### src/rtl/rv32i_pkg.sv
// rv32i_pkg: shared constants and types for the RV32I multi-cycle control slice.
//   - Opcode constants for every supported instruction class.
//   - ALU operation codes and branch-condition codes (both ride on aluControl).
//   - Register-file write-data select codes.
//   - Control FSM state enum and the per-instruction decode bundle.
package rv32i_pkg;

  localparam logic [6:0] OP_TYPE_R  = 7'b0110011;
  localparam logic [6:0] OP_TYPE_L  = 7'b0000011;
  localparam logic [6:0] OP_TYPE_S  = 7'b0100011;
  localparam logic [6:0] OP_TYPE_I  = 7'b0010011;
  localparam logic [6:0] OP_TYPE_B  = 7'b1100011;
  localparam logic [6:0] OP_TYPE_LU = 7'b0110111;
  localparam logic [6:0] OP_TYPE_AU = 7'b0010111;
  localparam logic [6:0] OP_TYPE_J  = 7'b1101111;
  localparam logic [6:0] OP_TYPE_JL = 7'b1100111;

  // ALU codes are {func7[5], func3}
  localparam logic [3:0] ADD  = 4'b0000;
  localparam logic [3:0] SUB  = 4'b1000;
  localparam logic [3:0] SLL  = 4'b0001;
  localparam logic [3:0] SLT  = 4'b0010;
  localparam logic [3:0] SLTU = 4'b0011;
  localparam logic [3:0] XOR  = 4'b0100;
  localparam logic [3:0] SRL  = 4'b0101;
  localparam logic [3:0] SRA  = 4'b1101;
  localparam logic [3:0] OR   = 4'b0110;
  localparam logic [3:0] AND  = 4'b0111;

  // Branch codes are {1'b0, func3}
  localparam logic [3:0] BEQ  = 4'b0000;
  localparam logic [3:0] BNE  = 4'b0001;
  localparam logic [3:0] BLT  = 4'b0100;
  localparam logic [3:0] BGE  = 4'b0101;
  localparam logic [3:0] BLTU = 4'b0110;
  localparam logic [3:0] BGEU = 4'b0111;

  localparam logic [2:0] RFWD_ALU   = 3'd0;
  localparam logic [2:0] RFWD_LOAD  = 3'd1;
  localparam logic [2:0] RFWD_IMM   = 3'd2;
  localparam logic [2:0] RFWD_PCIMM = 3'd3;
  localparam logic [2:0] RFWD_PC4   = 3'd4;

  typedef enum logic [3:0] {
    FETCH, DECODE,
    R_EXE, I_EXE, B_EXE, LU_EXE, AU_EXE, J_EXE, JL_EXE,
    S_EXE, S_MEM,
    L_EXE, L_MEM, L_WB
  } state_e;

  // Values latched when leaving DECODE and held until the next DECODE
  typedef struct packed {
    logic [3:0] alu_ctrl;
    logic       alu_src;
    logic       branch;
    logic       jal;
    logic       jalr;
    logic [2:0] rfwd_sel;
    logic [1:0] bus_size;
  } dec_t;

endpackage

### src/rtl/rv32i_main_decoder.sv
// rv32i_main_decoder: combinational main decoder.
//   instrCode  in  32  instruction word
//   o_next     out     state to enter after DECODE (FETCH when illegal)
//   o_dec      out     decode-value bundle (all zero when illegal)
//   o_illegal  out  1  opcode not recognised
module rv32i_main_decoder
  import rv32i_pkg::*;
(
  input  logic [31:0] instrCode,
  output state_e      o_next,
  output dec_t        o_dec,
  output logic        o_illegal
);

  logic [6:0] w_op;
  logic [2:0] w_f3;
  logic       w_f7b5;
  logic       w_unused;

  assign w_op     = instrCode[6:0];
  assign w_f3     = instrCode[14:12];
  assign w_f7b5   = instrCode[30];
  // register indices and immediates belong to the datapath
  assign w_unused = ^{instrCode[31], instrCode[29:15], instrCode[11:7]};

  always_comb begin
    o_next    = FETCH;
    o_dec     = '0;
    o_illegal = 1'b0;
    case (w_op)
      OP_TYPE_R: begin
        o_next         = R_EXE;
        o_dec.alu_ctrl = {w_f7b5, w_f3};
      end
      OP_TYPE_I: begin
        o_next         = I_EXE;
        // bit30 is immediate data except on shift-right, where it picks SRA
        o_dec.alu_ctrl = {w_f7b5 & (w_f3 == 3'b101), w_f3};
        o_dec.alu_src  = 1'b1;
      end
      OP_TYPE_B: begin
        o_next         = B_EXE;
        o_dec.alu_ctrl = {1'b0, w_f3};
        o_dec.branch   = 1'b1;
      end
      OP_TYPE_LU: begin
        o_next         = LU_EXE;
        o_dec.rfwd_sel = RFWD_IMM;
      end
      OP_TYPE_AU: begin
        o_next         = AU_EXE;
        o_dec.rfwd_sel = RFWD_PCIMM;
      end
      OP_TYPE_J: begin
        o_next         = J_EXE;
        o_dec.jal      = 1'b1;
        o_dec.rfwd_sel = RFWD_PC4;
      end
      OP_TYPE_JL: begin
        o_next         = JL_EXE;
        o_dec.jal      = 1'b1;
        o_dec.jalr     = 1'b1;
        o_dec.rfwd_sel = RFWD_PC4;
      end
      OP_TYPE_S: begin
        o_next         = S_EXE;
        o_dec.alu_src  = 1'b1;
        o_dec.bus_size = w_f3[1:0];
      end
      OP_TYPE_L: begin
        o_next         = L_EXE;
        o_dec.alu_src  = 1'b1;
        o_dec.rfwd_sel = RFWD_LOAD;
        o_dec.bus_size = w_f3[1:0];
      end
      default: o_illegal = 1'b1;
    endcase
  end

endmodule

### src/rtl/rv32i_multicycle_ctrl.sv
// rv32i_multicycle_ctrl: FSM control unit for the RV32I multi-cycle datapath.
//   clk, reset (async, active-high)
//   instrCode, busReady           : instruction word, data-bus ready
//   PCEn, regFileWe               : PC load / register write enables
//   aluControl, aluSrcMuxSel,
//   RFWDSrcMuxSel, branch, jal,
//   jalr, busSize                 : held decode values
//   busWe, busRe                  : data-bus request
//   instrRetired, illegalInstr,
//   busError                      : one-cycle event pulses
// BUS_TIMEOUT (1..255): wait cycles allowed in a MEM state before aborting.
module rv32i_multicycle_ctrl
  import rv32i_pkg::*;
#(
  parameter int BUS_TIMEOUT = 16
) (
  input  logic        clk,
  input  logic        reset,
  input  logic [31:0] instrCode,
  input  logic        busReady,
  output logic        PCEn,
  output logic        regFileWe,
  output logic [3:0]  aluControl,
  output logic        aluSrcMuxSel,
  output logic [2:0]  RFWDSrcMuxSel,
  output logic        branch,
  output logic        jal,
  output logic        jalr,
  output logic        busWe,
  output logic        busRe,
  output logic [1:0]  busSize,
  output logic        instrRetired,
  output logic        illegalInstr,
  output logic        busError
);

  localparam logic [7:0] TIMEOUT = 8'(BUS_TIMEOUT);

  state_e     r_state, w_next, w_dec_next;
  dec_t       r_dec, w_dec;
  logic       w_illegal;
  logic [7:0] r_wait;
  logic       w_limit;

  rv32i_main_decoder u_dec (
    .instrCode (instrCode),
    .o_next    (w_dec_next),
    .o_dec     (w_dec),
    .o_illegal (w_illegal)
  );

  assign w_limit = (r_wait == TIMEOUT);

  always_ff @(posedge clk or posedge reset) begin
    if (reset) r_state <= FETCH;
    else       r_state <= w_next;
  end

  // Held through the following FETCH so the PC mux still sees this
  // instruction's branch/jal selection when the next PC is loaded.
  // An illegal opcode loads all zeros, giving a plain PC+4.
  always_ff @(posedge clk or posedge reset) begin
    if (reset)                  r_dec <= '0;
    else if (r_state == DECODE) r_dec <= w_dec;
  end

  always_ff @(posedge clk or posedge reset) begin
    if (reset)
      r_wait <= '0;
    else if (r_state == S_EXE || r_state == L_EXE)
      r_wait <= '0;
    else if ((r_state == S_MEM || r_state == L_MEM) && !busReady && !w_limit)
      r_wait <= r_wait + 8'd1;
  end

  always_comb begin
    w_next       = r_state;
    PCEn         = 1'b0;
    regFileWe    = 1'b0;
    busWe        = 1'b0;
    busRe        = 1'b0;
    instrRetired = 1'b0;
    illegalInstr = 1'b0;
    busError     = 1'b0;
    case (r_state)
      FETCH: begin
        PCEn   = 1'b1;
        w_next = DECODE;
      end
      DECODE: begin
        illegalInstr = w_illegal;
        w_next       = w_dec_next;
      end
      R_EXE, I_EXE, LU_EXE, AU_EXE, J_EXE, JL_EXE: begin
        regFileWe    = 1'b1;
        instrRetired = 1'b1;
        w_next       = FETCH;
      end
      B_EXE: begin
        instrRetired = 1'b1;
        w_next       = FETCH;
      end
      S_EXE: w_next = S_MEM;
      S_MEM: begin
        // request dropped in the limit cycle; a late ready there still wins
        busWe = !w_limit;
        if (busReady) begin
          instrRetired = 1'b1;
          w_next       = FETCH;
        end else if (w_limit) begin
          busError = 1'b1;
          w_next   = FETCH;
        end
      end
      L_EXE: w_next = L_MEM;
      L_MEM: begin
        busRe = !w_limit;
        if (busReady) begin
          w_next = L_WB;
        end else if (w_limit) begin
          busError = 1'b1;
          w_next   = FETCH;
        end
      end
      L_WB: begin
        regFileWe    = 1'b1;
        instrRetired = 1'b1;
        w_next       = FETCH;
      end
      default: w_next = FETCH;
    endcase
    // reset silences every enable at once, not at the next edge
    if (reset) begin
      PCEn         = 1'b0;
      regFileWe    = 1'b0;
      busWe        = 1'b0;
      busRe        = 1'b0;
      instrRetired = 1'b0;
      illegalInstr = 1'b0;
      busError     = 1'b0;
    end
  end

  assign aluControl    = r_dec.alu_ctrl;
  assign aluSrcMuxSel  = r_dec.alu_src;
  assign RFWDSrcMuxSel = r_dec.rfwd_sel;
  assign branch        = r_dec.branch;
  assign jal           = r_dec.jal;
  assign jalr          = r_dec.jalr;
  assign busSize       = r_dec.bus_size;

endmodule

### config.mk
export PLATFORM = sky130hd
export DESIGN_NAME = rv32i_multicycle_ctrl
export DESIGN_NICKNAME = d
export VERILOG_FILES = /design/src/rtl/rv32i_pkg.sv /design/src/rtl/rv32i_main_decoder.sv /design/src/rtl/rv32i_multicycle_ctrl.sv
export SDC_FILE = /design/constraint.sdc
export NUM_CORES = 1
export LEC_CHECK = 0
export ABC_AREA = 1
export BUFFER_PORTS_ARGS = -buffer_cell sky130_fd_sc_hd__buf_4
export CAP_MARGIN = 40
export CELL_PAD_IN_SITES_DETAIL_PLACEMENT = 1
export CELL_PAD_IN_SITES_GLOBAL_PLACEMENT = 1
export CORE_MARGIN = 4
export CORE_UTILIZATION = 37
export CTS_CLUSTER_SIZE = 25
export DETAILED_ROUTE_END_ITERATION = 10
export HOLD_SLACK_MARGIN = 0.02
export PLACE_DENSITY = 0.91
export SYNTH_ARGS = -nofsm -noshare
export SYNTH_HDL_FRONTEND = slang
export SYNTH_HIERARCHICAL = 1
export SYNTH_SLANG_ARGS = --single-unit
### constraint.sdc
create_clock -name clk -period 3.45 [get_ports clk]
set_input_delay 0.345 -clock clk [delete_from_list [all_inputs] [get_ports clk]]
set_output_delay 0.345 -clock clk [all_outputs]
set_load 0.03 [all_outputs]
==> results.ini, run 1 <==
[drt]
wl_per_cell_microns = 11.93
vias = 1640
routed_wirelength_mm = 4.081
antenna_left = 0
first_pass_iters = 4
drt-initial-drc-count = 135
avgViaCountPerCell = 4.795
drcViolationCount = 0

[timing]
fin_crit_ns = 2.134
finalSetupViolations = 0
rsz0062_at_grt = no
hold_viol = 0
tightest_slew_ns = 0.5675
layout_setup_ws_ns = 1.316
drv_slew = 0
skew_ns = 0.005288
fin_crit_sh = 0.6185
fmax_mhz = 468.7
slew_headroom = 0.6206
fin_setup_tns_ns = 0

[logic_synthesis]
synthMuxAreaShare = 0
ys_warn_count = 6
yosysTopAreaCellShare = 0.3706
synth.area.top_cells = dfrtp_1, nand2_1, nor2_1
syn_nets = 295
synth-xor-area-share = 0.01557
synthCells = 258
synthAdderAreaFrac = 0.01483
synth_top_family_by_area = simple AND/OR/NAND/NOR gates
yosysSeqAreaShare = 0.3706
synth_top_area_cell = dfrtp_1
ys_types = 27
ys_seq_elements = 25
syn_avg_cell_area_sq_um = 6.542
synth_compound_area_frac = 0.03188
synthSimpleGateAreaFrac = 0.4611
syn_area_sq_um = 1688

[placed_design]
hpwl_mm = 3.265
finalWeightedCongestion = 0.8813
portBuffers = 33
pre_cts_slack_ns = 1.583

[outcome]
status = finished clean

[cells_and_area]
n_antenna_cell = 0
multiInputGateArea_sq_um = 883.3
final_core_util = 0.4583
area_growth_pct = 19.05
regArea_sq_um = 625.6
drive_gt1_frac = 0.2000
final_nets = 328
fillers = 607

[job]
cap_viol_max_count = 0

[global_routing]
grt_max_degree = 28
grt_pass1_wl_mm = 7.258
grt_overflow = 0
met1_usage = 0.2240
met3_usage = 0.01715
use_met2 = 0.2704
busiest_layer = met2
grtUsageTotal = 0.1592
grt_pass1_vias = 1655
grt_antenna_before_repair = 0

[floorplan]
die_height_microns = 75.54
start_util = 0.3850
die_area_sq_um = 5706
die_x_microns = 75.54
pin_count = 55
coreArea_sq_um = 4384
num_rows = 24

[hold_path]
hold_path_class = input port to async pin

[clock_tree]
path_clk_slew_ns = 0.09
clock-sinks = 25
cts_buffers = 3
cts_tree = built
cts-resized-gates = 0
cts_root_buffer = clkbuf_8
clock_latency_ns = 0.27
h-tree-depth = 1
postCtsSetupBuffers = 0
hold_buffers = 0
clk_path_buf_depth = 2

[critical_path]
cp.required_ns = 3.11
crit_path_start_kind = flop
end_kind = output pin
arrival_ns = 1.79
crit_type = flop to output pin
crit_path_max_incr_delay_ns = 0.48
worst-path-max-fanout = 16
crit_path_top_delay_cell = dfrtp_1
worst_path_most_repeated_cell = nor2_2
crit_chain = nor2_2 -> nand2_2 -> nor2_4 -> inv_2 -> nor2_2 -> buf_4

[power_and_ir_drop]
p_per_area_nw_per_um2 = 380.6
peakVddDrop_mv = 0.1809
leakagePower_uw = 0.001188
power_uw = 764.9

cell type report:
| cell class | count | share of cell area |
|---|---|---|
| clock buffers | 3 | 0.02055 |
| repair buffers | 34 | 0.1270 |
| inverters | 35 | 0.06538 |
| multi-input cells | 192 | 0.4396 |
| flip-flops and latches | 25 | 0.3113 |
| well taps | 52 | 0.03238 |
| clock inverters | 1 | 0.003736 |
final timing paths:
kind	cells after the start	from	slack, ns	to
setup / recovery	6	r_state[3]	1.32	illegalInstr
hold / removal	3	reset	0.16	r_wait[3]
setup reg to reg	6	r_state[2]	1.82	r_wait[5]
hold reg to reg	2	busSize[0]	0.48	busSize[0]
max in group asynchronous	3	reset	3.03	branch
min in group clk	3	busReady	0.38	r_state[0]
synth_stat cells, drive strengths merged:
| master | number |
|---|---|
| o2111ai | 1 |
| dfrtp | 25 |
| o21ai | 4 |
| nor2 | 37 |
| nor3 | 5 |
| a21oi | 3 |
| clkinv | 1 |
| inv | 34 |
| xor2 | 3 |
| ha | 2 |
| nand4 | 4 |
| a31oi | 1 |
| nand2 | 107 |
| nand3 | 25 |
| buf | 6 |
critical path, delay by kind of cell, from the launching register on:
family                 cells  cell delay (ns)
and+or+nand+nor            4             0.67
DFF                        1             0.48
buffers and inverters      2             0.36
logic make-up (layout without fill, tap and decap cells):
group,count (synthesis),after routing
AOI/OAI and AO/OA,9,9
xor gates and xnor gates,3,3
adders and majority gates,2,2
buffers and inverters,41,73
DFF,25,25
and+or+nand+nor,178,178
state kept, by name, indices dropped and copies added, names as in the netlist:
name / count
jalr: 1
busSize: 2
r_wait: 8
aluControl: 4
branch: 1
RFWDSrcMuxSel: 3
jal: 1
r_state: 4
aluSrcMuxSel: 1
cell usage in the layout (no fill, tap or decap):
master,n
inv_1,30
nor3_1,4
clkinv_1,1
nand2_4,1
nand3_4,1
nand4_1,4
nor3_2,1
nor2_1,32
o21ai_0,3
a21oi_2,1
nand3_2,1
a21oi_1,2
o21ai_1,1
nor2_2,4
inv_2,4
buf_4,34
o2111ai_1,1
nor2_4,1
clkinvlp_4,1
xor2_1,3
a31oi_1,1
nand3_1,23
ha_1,2
dfrtp_1,25
nand2_1,100
clkbuf_8,3
nand2_2,6
where the power goes:
part | internal [uW] | leakage (uW) | switching, uW
Combinational | 72.9 | 0.000821 | 170
Sequential | 314 | 0.000345 | 28.6
Clock | 81.9 | 0.0000217 | 97.1
Total | 469 | 0.00119 | 296
stage by stage:
step	hold slack, ns	instances	cell area, sq um
finish	0.1609	342	2009
global placement	0.4605	338	1961
CTS	0.1719	342	2009
detailed placement	0.4642	338	1961
floorplan	0.3891	258	1688
global route	0.1835	342	2009
metal layers:
layer	routed length, microns	vias up
met1	2059	753
met4	15	0
li1	-	853
met5	0	-
met2	1863	32
met3	142	2
(Power assumes the default switching activity.)
==> run 2, diff against run 1 <==
CORE_UTILIZATION = 34   (was 37)
PLACE_DENSITY = 0.85   (was 0.91)
clock period = 2.2 ns   (was 3.45 ns; I/O delays follow)
==> run 2 against run 1 <==
Critical path depth increased by 1. Die area increased by 7.9%. Via count increased by 0.43%. Total power up 60%. Largest cell class unchanged. Cell count rose by 5.0%. Sequential power up 56%.
==> results.ini, run 2 (synthesis gave the netlist of run 1 again) <==
[drt]
drcViolationCount = 0  ; unchanged
wl_per_cell_microns = 11.52  ; -3.4%
avgViaCountPerCell = 4.588  ; -4.3%
drt-initial-drc-count = 31  ; -77%
routed_wirelength_mm = 4.137  ; +1.4%
vias = 1647  ; +0.43%
first_pass_iters = 4  ; unchanged
antenna_left = 0  ; unchanged

[clock_tree]
hold_buffers = 0  ; unchanged
cts_tree = built
h-tree-depth = 1  ; unchanged
cts_root_buffer = clkbuf_8
clk_path_buf_depth = 2  ; unchanged
clock_latency_ns = 0.27  ; about the same
clock-sinks = 25  ; unchanged
cts_buffers = 3  ; unchanged
path_clk_slew_ns = 0.09  ; about the same
cts-resized-gates = 0  ; unchanged
postCtsSetupBuffers = 0  ; unchanged

[timing]
hold_slack_ns = 0.1104  ; -0.05056 ns
fin_crit_sh = 0.8319
hold_viol = 0  ; unchanged
fin_crit_ns = 1.830
fin_setup_tns_ns = 0  ; unchanged
finalSetupViolations = 0  ; unchanged
slew_headroom = 0.7852  ; +0.1646
fmax_mhz = 546.4
skew_ns = 0.003446  ; -0.001841 ns
drv_slew = 0  ; unchanged
rsz0062_at_grt = no
layout_setup_ws_ns = 0.3697  ; -0.9465 ns
tightest_slew_ns = 0.3222  ; -0.2453 ns

[job]
cap_viol_max_count = 0  ; unchanged

[hold_path]
hold_path_class = input port to async pin

[placed_design]
finalWeightedCongestion = 0.8268  ; -6.2%
portBuffers = 33  ; unchanged
hpwl_mm = 3.333  ; +2.1%
pre_cts_slack_ns = 0.6676  ; -0.9158 ns

[cells_and_area]
mostFrequentLayoutCell = nand2_1
drive_gt1_frac = 0.2055  ; +0.005479
layout_common_cells = nand2_1, buf_4, nor2_1
area_growth_pct = 21.05
final_nets = 330  ; +0.61%
largest_reg_flops = 8  ; unchanged
largest_register = r_wait
final_core_util = 0.4297  ; -0.02860
n_antenna_cell = 0  ; unchanged
fillers = 662  ; +9.1%

[global_routing]
grt_max_degree = 26  ; -7.1%
grtUsageTotal = 0.1420  ; -0.01722
grt_overflow = 0  ; unchanged
grt_pass1_vias = 1636  ; -1.1%
grt_pass1_wl_mm = 7.113  ; -2.0%
grt_antenna_before_repair = 0  ; unchanged

[critical_path]
crit_type = flop to output pin
crit_path_start_kind = flop
arrival_ns = 1.61  ; -0.18 ns
worst-path-max-fanout = 9  ; -7
cp.required_ns = 1.98  ; -1.13 ns
end_kind = output pin

[power_and_ir_drop]
p_per_area_nw_per_um2 = 597.2  ; +57%
power_uw = 1220  ; +60%
peakVddDrop_mv = 0.3151  ; +74%
leakagePower_uw = 0.001197  ; +0.76%

[floorplan]
pin_count = 55  ; unchanged
coreArea_sq_um = 4755  ; +8.4%
die_area_sq_um = 6155  ; +7.9%
die_height_microns = 78.46  ; +3.9%
die_x_microns = 78.46  ; +3.9%
start_util = 0.3550  ; -0.02999
num_rows = 25  ; +4.2%

[outcome]
status = finished clean

==> run 2: metal layers <==
| layer | wire length (microns) | vias up | GRT usage |
|---|---|---|---|
| li1 | - | 856 | - |
| met1 | 2063 | 759 | 0.1865 |
| met2 | 1897 | 28 | 0.2466 |
| met3 | 138 | 4 | 0.01720 |
| met4 | 37 | 0 | 0.03671 |
| met5 | 0 | - | 0 |
==> run 2: final timing paths <==
kind / from / endpoint / depth (start not counted) / slack, ns
setup / recovery: r_state[3] / busError / 7 / 0.37
hold / removal: reset / r_wait[2] / 3 / 0.11
setup reg to reg: r_wait[0] / r_wait[6] / 9 / 0.79
hold reg to reg: RFWDSrcMuxSel[0] / RFWDSrcMuxSel[0] / 2 / 0.48
max in group asynchronous: reset / branch / 3 / 1.85
min in group clk: busReady / r_state[0] / 3 / 0.25
==> run 2: area by class of cell <==
| class | count | area [sq um] | area share |
|---|---|---|---|
| clock buffer | 3 | 41.29 | 0.02021 |
| clock inverter | 1 | 7.507 | 0.003674 |
| inverter | 35 | 131.4 | 0.06430 |
| multi-input combinational | 192 | 883.3 | 0.4323 |
| sequential | 25 | 625.6 | 0.3062 |
| tap | 67 | 83.83 | 0.04103 |
| timing repair buffer | 36 | 270.3 | 0.1323 |
==> run 2: critical path: stages, from the launching register on <==
cell and delay [ns]:
dfrtp_1 0.52, nand2_1 0.13, inv_1 0.08, nand2_1 0.09, nand2_2 0.11, nand2_1 0.08, nor3_1 0.14, buf_4 0.19
==> run 2: report_power, final <==
group,leakage (uW),internal [uW],total (uW),switching (uW)
registers,0.000345,493,534,41.2
logic,0.000830,128,403,275
clock network,0.0000217,129,283,155
==> run 2: metrics by stage <==
stage | cells | cell area [sq um]
floorplan | 258 | 1688
global route | 359 | 2043
global placement | 355 | 1994
detailed placement | 355 | 1994
finish | 359 | 2043
CTS | 359 | 2043
==> run 3, diff against run 2 <==
CORE_UTILIZATION = 31   (was 34)
PLACE_DENSITY = 0.82   (was 0.85)
clock period = 1.5 ns   (was 2.2 ns; I/O delays follow)
==> run 3 against run 2 <==
The run now ends with negative setup slack left. Global-route usage rose by 1.4 points. Routed wire length rose by 14%. Combinational power grew 100%. Sequential power increased by 47%. Flip-flop and latch count is the same. Register-to-register slack got worse by 0.79 ns. First-iteration DRC count increased by 39%. Total power grew 65%. Final area grew 8.9%. Largest power group is now combinational cells.
==> results.ini, run 3 (synthesis gave the netlist of run 1 again) <==
[outcome]
status = complete, but fails checks
violations = negative setup slack

[placed_design]
hpwl_mm = 3.631  ; +8.9%
pre_cts_slack_ns = 0.07043  ; -0.5971 ns
portBuffers = 33  ; unchanged
finalWeightedCongestion = 0.7959  ; -3.7%
dpl.cell_count = 364  ; +2.5%
placed_area_sq_um = 2048  ; +2.7%

[floorplan]
start_util = 0.3243  ; -0.03072
num_rows = 26  ; +4.0%
die_x_microns = 81.79  ; +4.3%
pin_count = 55  ; unchanged
die_area_sq_um = 6690  ; +8.7%
coreArea_sq_um = 5205  ; +9.5%
die_height_microns = 81.79  ; +4.3%

[power_and_ir_drop]
power_uw = 2014  ; +65%
p_per_area_nw_per_um2 = 905.5  ; +52%
leakagePower_uw = 0.001269  ; +6.0%
peakVddDrop_mv = 0.3710  ; +18%

[critical_path]
worstRegToRegCells = 11  ; +2
timing.rr.start = r_wait[0]
cp.required_ns = 1.35  ; -0.63 ns
worst-path-max-fanout = 4  ; -5
rr_endpoint = r_wait[7]
arrival_ns = 1.42  ; -0.19 ns
crit_type = flop to output pin
r2r_slack_ns = 0  ; -0.79 ns
end_kind = output pin
crit_path_start_kind = flop

[timing]
skew_ns = 0.006296  ; +0.002850 ns
slew_headroom = 0.7810  ; -0.004208
fin_setup_tns_ns = -0.1098  ; -0.1098 ns
finalSetupViolations = 4  ; +4
fin_crit_ns = 1.566
fin_crit_sh = 1.044
rsz0062_at_grt = yes
fmax_mhz = 638.5
layout_setup_ws_ns = -0.06606  ; -0.4358 ns
drv_slew = 0  ; unchanged
hold_viol = 0  ; unchanged
tightest_slew_ns = 0.3285  ; +0.006312 ns

[global_routing]
grtUsageTotal = 0.1558  ; +0.01378
grt_overflow = 0  ; unchanged
grt_pass1_wl_mm = 8.176  ; +15%
grt_max_degree = 26  ; unchanged
grt_antenna_before_repair = 0  ; unchanged
grt_pass1_vias = 1863  ; +14%

[cells_and_area]
fin_cells = 376  ; +4.7%
design_area_sq_um = 2225  ; +8.9%
largest_reg_flops = 8  ; unchanged
fillers = 683  ; +3.2%
n_antenna_cell = 0  ; unchanged
regArea_sq_um = 630.6  ; +0.80%
largest_register = r_wait
multiInputGateArea_sq_um = 940.9  ; +6.5%
final_nets = 344  ; +4.2%
layout_common_cells = nand2_1, buf_4, nor2_1
drive_gt1_frac = 0.3039  ; +0.09844
area_growth_pct = 31.80
mostFrequentLayoutCell = nand2_1

[clock_tree]
hold_buffers = 0  ; unchanged
cts_tree = built
clk_path_buf_depth = 2  ; unchanged
h-tree-depth = 1  ; unchanged
cts_buffers = 3  ; unchanged
cts_root_buffer = clkbuf_8
path_clk_slew_ns = 0.09  ; about the same
clock-sinks = 25  ; unchanged
clock_latency_ns = 0.27  ; about the same

[drt]
drt-initial-drc-count = 43  ; +39%
routed_wirelength_mm = 4.698  ; +14%
first_pass_iters = 4  ; unchanged
antenna_left = 0  ; unchanged
drcViolationCount = 0  ; unchanged
avgViaCountPerCell = 4.614  ; +0.58%
vias = 1735  ; +5.3%
wl_per_cell_microns = 12.49  ; +8.4%

[job]
cap_viol_max_count = 0  ; unchanged

[hold_path]
hold_path_class = input port to async pin

-- run 3: cell count changes in the layout (fill, tap and decap cells not counted), sizes merged --
cell      previous run  this run
clkinvlp             1         0
clkbuf               3         4
buf                 36        50
-- run 3: repair_timing --
item / CTS / global route
setup endpoints to repair: 6 / 6
cloned: 0 / 0
setup buffers: 7 / 1
gates resized for setup: 25 / 3
pin swaps: 6 / 4
-- run 3: per-stage QoR --
stage | util | hold WS [ns]
floorplan | - | 0.1941
CTS | 0.4243 | 0.08143
global route | 0.4274 | 0.1350
finish | 0.4274 | 0.09834
global placement | 0.3935 | 0.3641
detailed placement | 0.3935 | 0.3824
-- run 3: power by group --
part           switching, uW  leakage (uW)  internal (uW)
sequential              57.3      0.000339            726
combinational            499      0.000907            326
clock                    216     0.0000228            190
total                    772       0.00127           1240
-- run 3: cell type report --
type | instances | share of cell area
Inverter | 35 | 0.06018
Sequential cell | 25 | 0.2835
Timing Repair Buffer | 50 | 0.1738
Clock buffer | 4 | 0.02025
Multi-Input combinational cell | 192 | 0.4229
Tap cell | 70 | 0.03937
-- run 3: worst max-delay path by stage --
stage               from       end  slack (ns)  cells past startpoint
3_3_place_gp   r_wait[0]  busError        0.10                      7
2_1_floorplan  r_wait[0]     busRe        0.02                      7
3_5_place_dp   r_wait[0]  busError        0.07                      7
6_report       r_wait[0]  busError       -0.07                      7
4_1_cts        r_wait[1]  busError       -0.06                      7
5_1_grt        r_wait[0]  busError       -0.15                      7
-- run 3: worst max-delay path, cell delays in order, from the launching register on --
cell     delay (ns)
dfrtp_1        0.40
inv_2          0.09
ha_4           0.12
inv_2          0.03
nor2_2         0.08
nand2_2        0.08
nor3_2         0.17
buf_4          0.18
-- run 3: per-layer routing --
layer,global-route usage,part of all wire,vias to the layer above
met5,0,0,-
met4,0.06312,0.020,0
met3,0.02083,0.037,9
met2,0.2746,0.48,34
met1,0.1900,0.46,806
li1,-,-,886
